File: src/rtl/ram_preload_sequencer.sv
// Copies the loader's CNN image, then its FC image, into the weight RAMs one word
// per cycle, reading the loader buffers through their 1-cycle read latency.
module ram_preload_sequencer #(
    parameter int DW        = 16,
    parameter int CNN_WORDS = 50704,
    parameter int FC_WORDS  = 11218,
    parameter int CNN_AW    = 16,
    parameter int FC_AW     = 14
) (
    input  logic              clk,
    input  logic              rst,
    input  logic              start,
    input  logic              hold,
    output logic [CNN_AW-1:0] cnn_rd_addr,
    input  logic [DW-1:0]     cnn_rd_data,
    output logic [FC_AW-1:0]  fc_rd_addr,
    input  logic [DW-1:0]     fc_rd_data,
    output logic              cnn_wr_en,
    output logic [CNN_AW-1:0] cnn_wr_addr,
    output logic [DW-1:0]     cnn_wr_data,
    output logic              fc_wr_en,
    output logic [FC_AW-1:0]  fc_wr_addr,
    output logic [DW-1:0]     fc_wr_data,
    output logic              busy,
    output logic              done
);

    localparam logic [CNN_AW-1:0] CNN_LAST = (CNN_WORDS == 0) ? '0 : CNN_AW'(CNN_WORDS - 1);
    localparam logic [FC_AW-1:0]  FC_LAST  = (FC_WORDS == 0)  ? '0 : FC_AW'(FC_WORDS - 1);

    typedef enum logic [1:0] {S_IDLE, S_CNN, S_FC, S_DONE} state_t;

    state_t          state, state_nxt;
    logic            cnn_valid, cnn_held, fc_valid, fc_held;
    logic [DW-1:0]   cnn_skid, fc_skid;
    logic            cnn_last_wr, fc_last_wr;

    always_ff @(posedge clk) begin
        if (rst) state <= S_IDLE;
        else     state <= state_nxt;
    end

    always_comb begin
        state_nxt = state;
        case (state)
            S_IDLE:  if (start) state_nxt = S_CNN;
            S_CNN:   if (CNN_WORDS == 0 || cnn_last_wr) state_nxt = S_FC;
            S_FC:    if (FC_WORDS == 0 || fc_last_wr) state_nxt = S_DONE;
            S_DONE:  if (start) state_nxt = S_CNN;
            default: state_nxt = S_IDLE;
        endcase
    end

    // The word on rd_data when hold rises belongs to wr_addr, but the registered
    // rd_addr has already moved on; it is parked here and written once hold drops.
    always_comb begin
        busy        = (state == S_CNN) || (state == S_FC);
        done        = (state == S_DONE);
        cnn_wr_en   = (state == S_CNN) && cnn_valid && !hold;
        fc_wr_en    = (state == S_FC) && fc_valid && !hold;
        cnn_last_wr = cnn_wr_en && (cnn_wr_addr == CNN_LAST);
        fc_last_wr  = fc_wr_en && (fc_wr_addr == FC_LAST);
        cnn_wr_data = cnn_held ? cnn_skid : cnn_rd_data;
        fc_wr_data  = fc_held ? fc_skid : fc_rd_data;
    end

    always_ff @(posedge clk) begin
        if (rst || state != S_CNN) begin
            cnn_rd_addr <= '0;
            cnn_wr_addr <= '0;
            cnn_valid   <= 1'b0;
            cnn_held    <= 1'b0;
        end else if (hold) begin
            if (cnn_valid && !cnn_held) begin
                cnn_held <= 1'b1;
                cnn_skid <= cnn_rd_data;
            end
        end else begin
            cnn_valid   <= 1'b1;
            cnn_held    <= 1'b0;
            cnn_wr_addr <= cnn_rd_addr;
            if (cnn_rd_addr != CNN_LAST) cnn_rd_addr <= cnn_rd_addr + CNN_AW'(1);
        end
    end

    always_ff @(posedge clk) begin
        if (rst || state != S_FC) begin
            fc_rd_addr <= '0;
            fc_wr_addr <= '0;
            fc_valid   <= 1'b0;
            fc_held    <= 1'b0;
        end else if (hold) begin
            if (fc_valid && !fc_held) begin
                fc_held <= 1'b1;
                fc_skid <= fc_rd_data;
            end
        end else begin
            fc_valid   <= 1'b1;
            fc_held    <= 1'b0;
            fc_wr_addr <= fc_rd_addr;
            if (fc_rd_addr != FC_LAST) fc_rd_addr <= fc_rd_addr + FC_AW'(1);
        end
    end

endmodule

File: config.mk
export PLATFORM = sky130hd
export DESIGN_NAME = ram_preload_sequencer
export DESIGN_NICKNAME = d
export VERILOG_FILES = /design/src/rtl/ram_preload_sequencer.sv
export SDC_FILE = /design/constraint.sdc
export NUM_CORES = 1
export LEC_CHECK = 0
export CAP_MARGIN = 20
export CORE_UTILIZATION = 42
export DETAILED_ROUTE_END_ITERATION = 16
export GPL_ROUTABILITY_DRIVEN = 1
export PLACE_DENSITY = 0.86
export SYNTH_ARGS = -nofsm -noshare
export SYNTH_HDL_FRONTEND = slang
export SYNTH_SLANG_ARGS = --single-unit
File: constraint.sdc
create_clock -name clk -period 2.75 [get_ports clk]
set_clock_uncertainty 0.15 [all_clocks]
set_input_delay 0.55 -clock clk [delete_from_list [all_inputs] [get_ports clk]]
set_output_delay 0.55 -clock clk [all_outputs]
set_load 0.01 [all_outputs]
# After elaboration in Yosys (flattened, before gate mapping)

Cells that the tools add are included.

Register bits after elaboration: 98
Bits in latches: 0
Bits in read-only memories: 0
Logic and storage cells: 57
Memories: 0
RAM bits: 0

Divide/modulo/power cells: 0
Bitwise logic cells: 3
$add $sub $neg: 2
Mux-type cells: 6
Equality and inequality tests: 12
Reduce and logical (&&, ||, !) cells: 23
$mul: 0
Order comparisons: 0
Shift operators: 0

Operators by type and width:

| operator                | count |
|---|---|
| $mux W16                | 2 |
| $add A16 B1 Y16 const B | 1 |
| $eq A16 B16 Y1 const B  | 1 |
| $ne A16 B16 Y1 const B  | 1 |
| $add A14 B1 Y14 const B | 1 |
| $eq A14 B14 Y1 const B  | 1 |
| $ne A14 B14 Y1 const B  | 1 |
| $reduce_and A3 Y1       | 3 |
| $logic_and A1 B1 Y1     | 8 |
| $mux W2                 | 3 |
| $ne A2 B2 Y1 const B    | 3 |
| $pmux W2 S3             | 1 |
| $reduce_or A2 Y1        | 3 |
| $eq A2 B2 Y1 const B    | 2 |
| $ne A2 B1 Y1 const B    | 2 |
| $reduce_and A2 Y1       | 2 |
| $logic_not A1 Y1        | 3 |
| $logic_or A1 B1 Y1      | 3 |
| $not A1 Y1              | 3 |
| $eq A2 B1 Y1 const B    | 1 |
| $logic_not A2 Y1        | 1 |

# Depth between registers and ports, before layout

Depth after elaboration: 6
Depth in mapped cells: 7
Mapped depth without buffers: 7

# Worst setup path before layout

Ideal clock, no wire load.

Kind: input to register
Start point: input hold
End point: register cnn_skid[0] (enable)
Required time: 2.191 ns
Stages on the path: 4
Setup time: 0.409 ns
Buffers on the path: 2
Path slack: -0.136 ns
Data arrival time: 2.327 ns
Path through: buf_2 buf_1 nand3b_1 nor3_1

Longest elaborated chain between the ends: 1

Ends and longest elaborated chain:

| item                        | RTL line | source |
|---|---|---|
| from (decl)                 | 13       | `input logic hold,` |
| $reduce_and A3 Y1 (no line) | n/a      |  |
| to (signal assigned)        | 76       | `cnn_skid <= cnn_rd_data;` |
| to (decl)                   | 35       | `logic [DW-1:0] cnn_skid, fc_skid;` |

No other way between the ends.
A chain may end at the register's enable or synchronous reset.

# Final worst setup path

Start point: register fc_held
End point: output fc_wr_data[11]

Longest elaborated chain between the ends: 1

Ends and longest elaborated chain:

| item                   | RTL line | source |
|---|---|---|
| from (decl)            | 34       | `logic cnn_valid, cnn_held, fc_valid, fc_held;` |
| from (signal assigned) | 91       | `fc_held <= 1'b0;` |
| from (signal assigned) | 94       | `fc_held <= 1'b1;` |
| from (signal assigned) | 99       | `fc_held <= 1'b0;` |
| $mux W16               | 64       | `fc_wr_data = fc_held ? fc_skid : fc_rd_data;` |
| to (decl)              | 23       | `output logic [DW-1:0] fc_wr_data,` |

No other way between the ends.

==> results.md <==
- Ys async rst share: 0%
- Mapped Area: 0.004187 mm^2
- Library cells used by synthesis: 47
- Core Box Area: 0.009729 mm^2
- Antenna violations before repair: 0
- Post-synthesis sequential area ratio: 54.51%
- Drt pass-1 iters: 4
- GPL Wtd Cong: 0.7650
- R2r startpoint: cnn_rd_addr[5]$_SDFFE_PP0P_
- Worst hold path class: reg -> reg
- Final Util: 60.69%
- DIE AREA: 0.01037 mm^2
- WS Path Type: reg -> out
- Vias per cell: 5.124
- Routed via count: 3310
- Dpl hpwl: 7155 um
- Post-DRT Antenna Nets: 0
- Final critical-path share of the clock period: 92.78%
- Vias in the first global route: 3136
- Clock transition at path regs: 90 ps
- CTS Hold Bufs: 0
- IO Port Bufs: 131
- CP Launch Type: flop
- Post-Route WL: 10020 um
- Htree depth: 3
- Req. time, crit path: 2050 ps
- R2R setup slack: 580 ps
- Total gr overflow: 0
- Flip-flop and latch count after synthesis: 98
- Post-synthesis net count: 415
- Die H: 101.8 um
- R2R cell count: 6
- Die Wd: 101.8 um
- Synth top area share: 31.56%
- Crit path to: fc_wr_data[11]
- Tightest Pin Transition: 621.6 ps
- Post-CTS Resized: 0
- Worst EP arrival: 1850 ps
- P&R area growth vs syn: 41.03%
- DRC: 0
- Area contributors post-synth: dfxtp_1 (32%), edfxtp_1 (23%), mux2_2 (8.6%)
- Final Max Tran Viols: 0
- Setup Viol. Count Final: 0
- Post-Syn Instances: 373
- EDFF count, synth: 32
- Critical path peak fanout: 16
- Initial cell density of the core: 43.03%
- CTS tree: done
- YS warnings: 0
- Max_slew headroom: 58.02%
- Final Power: 2.973 mW
- Hold path startpoint: fc_valid$_SDFFE_PP0N_
- Max-Cap Viols: 0
- Number of post-CTS setup repair buffers: 0
- Largest area contributor in the netlist: dfxtp_1
- Fin crit period: 2551 ps
- Top-count cell post-synth: dfxtp_1
- Critical path endpoint category: output port
- # rows: 36
- N_diodes: 0
- Hold depth: 2
- Largest net degree at the start of global routing: 34
- Mean Syn Cell Area: 11.22 um^2
- Num Clock Sinks: 98
- Pwr Density: 503.6 mW/mm^2
- Boundary Pins: 132
- Fin Setup TNS: 0 ps
- Most common library cells after synthesis: dfxtp_1 (66), nor2_1 (59), edfxtp_1 (32), mux2_2 (32), mux2i_1 (28)
- Critical path origin: fc_held$_SDFFE_PP0P_
- Final nets: 550
- Maximum vdd drop: 0.2504 mV
- Clk root buf: clkbuf_8
- Share of layout cells above drive strength 1: 12.67%
- Final hold violation count: 0
- Avg WL per Cell: 15.50 um
- Leak Pwr: 2.011 nW
- Status: finished, final reports clean
- FMAX: 391.9 MHz
- Reg-to-reg endpoint: cnn_rd_addr[5]$_SDFFE_PP0P_
- First-pass GRT wire length: 15480 um
- Worst skew pair latency: 360 ps
- Total CTS buffers: 9
- Global Route Usage Sum: 19.20%
- CTS max path bufs: 2
- Predominant post-synthesis flop cell: dfxtp_1
- RSZ-0062 raised after global routing: false
- 1st-iter DRT viols: 117
[power by group]
part / internal, mW / switching (mW) / leakage, nW / total (mW)
sequential: 1.51 / 0.0214 / 0.820 / 1.54
clock: 0.542 / 0.489 / 0.124 / 1.03
combinational: 0.205 / 0.201 / 1.07 / 0.406
total: 2.26 / 0.712 / 2.01 / 2.97
[worst min-delay path by stage]
stage	endpoint
final	fc_held$_SDFFE_PP0P_
after global routing	cnn_held$_SDFFE_PP0P_
after CTS	fc_held$_SDFFE_PP0P_
after detailed placement	fc_held$_SDFFE_PP0P_
after global placement	fc_held$_SDFFE_PP0P_
after floorplan	fc_held$_SDFFE_PP0P_
[worst max-delay path, stage by stage (launching register included)]
cell             delay, ps
dfxtp_1                380
buf_4                  260
mux2_2                 370
clkdlybuf4s50_1        490
[logic make-up after synthesis]
logic type	count (synthesis)	share of synthesized area [%]
XOR/XNOR	23	4.812
AND/OR/NAND/NOR	137	17.51
buffers and inverters	26	2.630
flip-flops	98	54.51
adder cells (fa/ha/maj)	6	1.793
AO/OA/AOI/OAI	23	3.437
multiplexers	60	15.30
[state kept, by name (all words and copies together) (netlist names)]
register     count
cnn_held         1
cnn_rd_addr     16
cnn_skid        16
cnn_valid        1
cnn_wr_addr     16
fc_held          1
fc_rd_addr      14
fc_skid         16
fc_valid         1
fc_wr_addr      14
state            2
[layer usage]
metal | part of all wire, % | up-vias | track usage (%)
met2 | 48 | 99 | 32.28
met3 | 5.7 | 15 | 3.694
met1 | 45 | 1597 | 24.16
met5 | 0 | - | 0
met4 | 1.8 | 0 | 8.242
li1 | - | 1599 | -
[metrics by stage]
stage	hold slack, ps	std cells	instance area, um^2	setup WS [ps]
2_1_floorplan	298.7	373	4197	339.8
3_3_place_gp	306.9	630	5668	332.4
3_5_place_dp	329.8	630	5668	314.0
4_1_cts	340.0	646	5904	159.7
5_1_grt	382.2	646	5904	105.8
6_report	341.5	646	5904	198.6
[placed cells by master, fill, tap and decap left out, types with 2 or more instances in the layout]
cell and instances:
nand4b_1 3, xnor2_1 16, edfxtp_1 32, clkbuf_8 11, mux2i_1 28, nor3b_1 3, o21ai_0 4, mux2_2 32
nor2_1 59, nand3_1 7, clkdlybuf4s50_1 130, dfxtp_1 66, o31ai_1 2, clkinv_2 2, nor2b_1 3, nor4b_1 7
a21oi_1 10, and4_1 2, nand2b_1 4, inv_1 9, nand2_1 16, xor2_1 7, buf_4 10, nor3_2 2
or4_1 2, nor3_1 6, clkbuf_16 3, and3_1 5, nand4_1 5, ha_1 6, or3_1 2
[final cells by class]
class                   count  area [um^2]
inverters                   9        33.78
flip-flops and latches     98         2282
multi-input cells         249         1804
repair buffers            141         1381
clock inverters             2        10.01
fillers                   801         3825
well taps                 133        166.4
clock buffers              14        226.5
No activity file was read; power rests on OpenSTA's default activity.
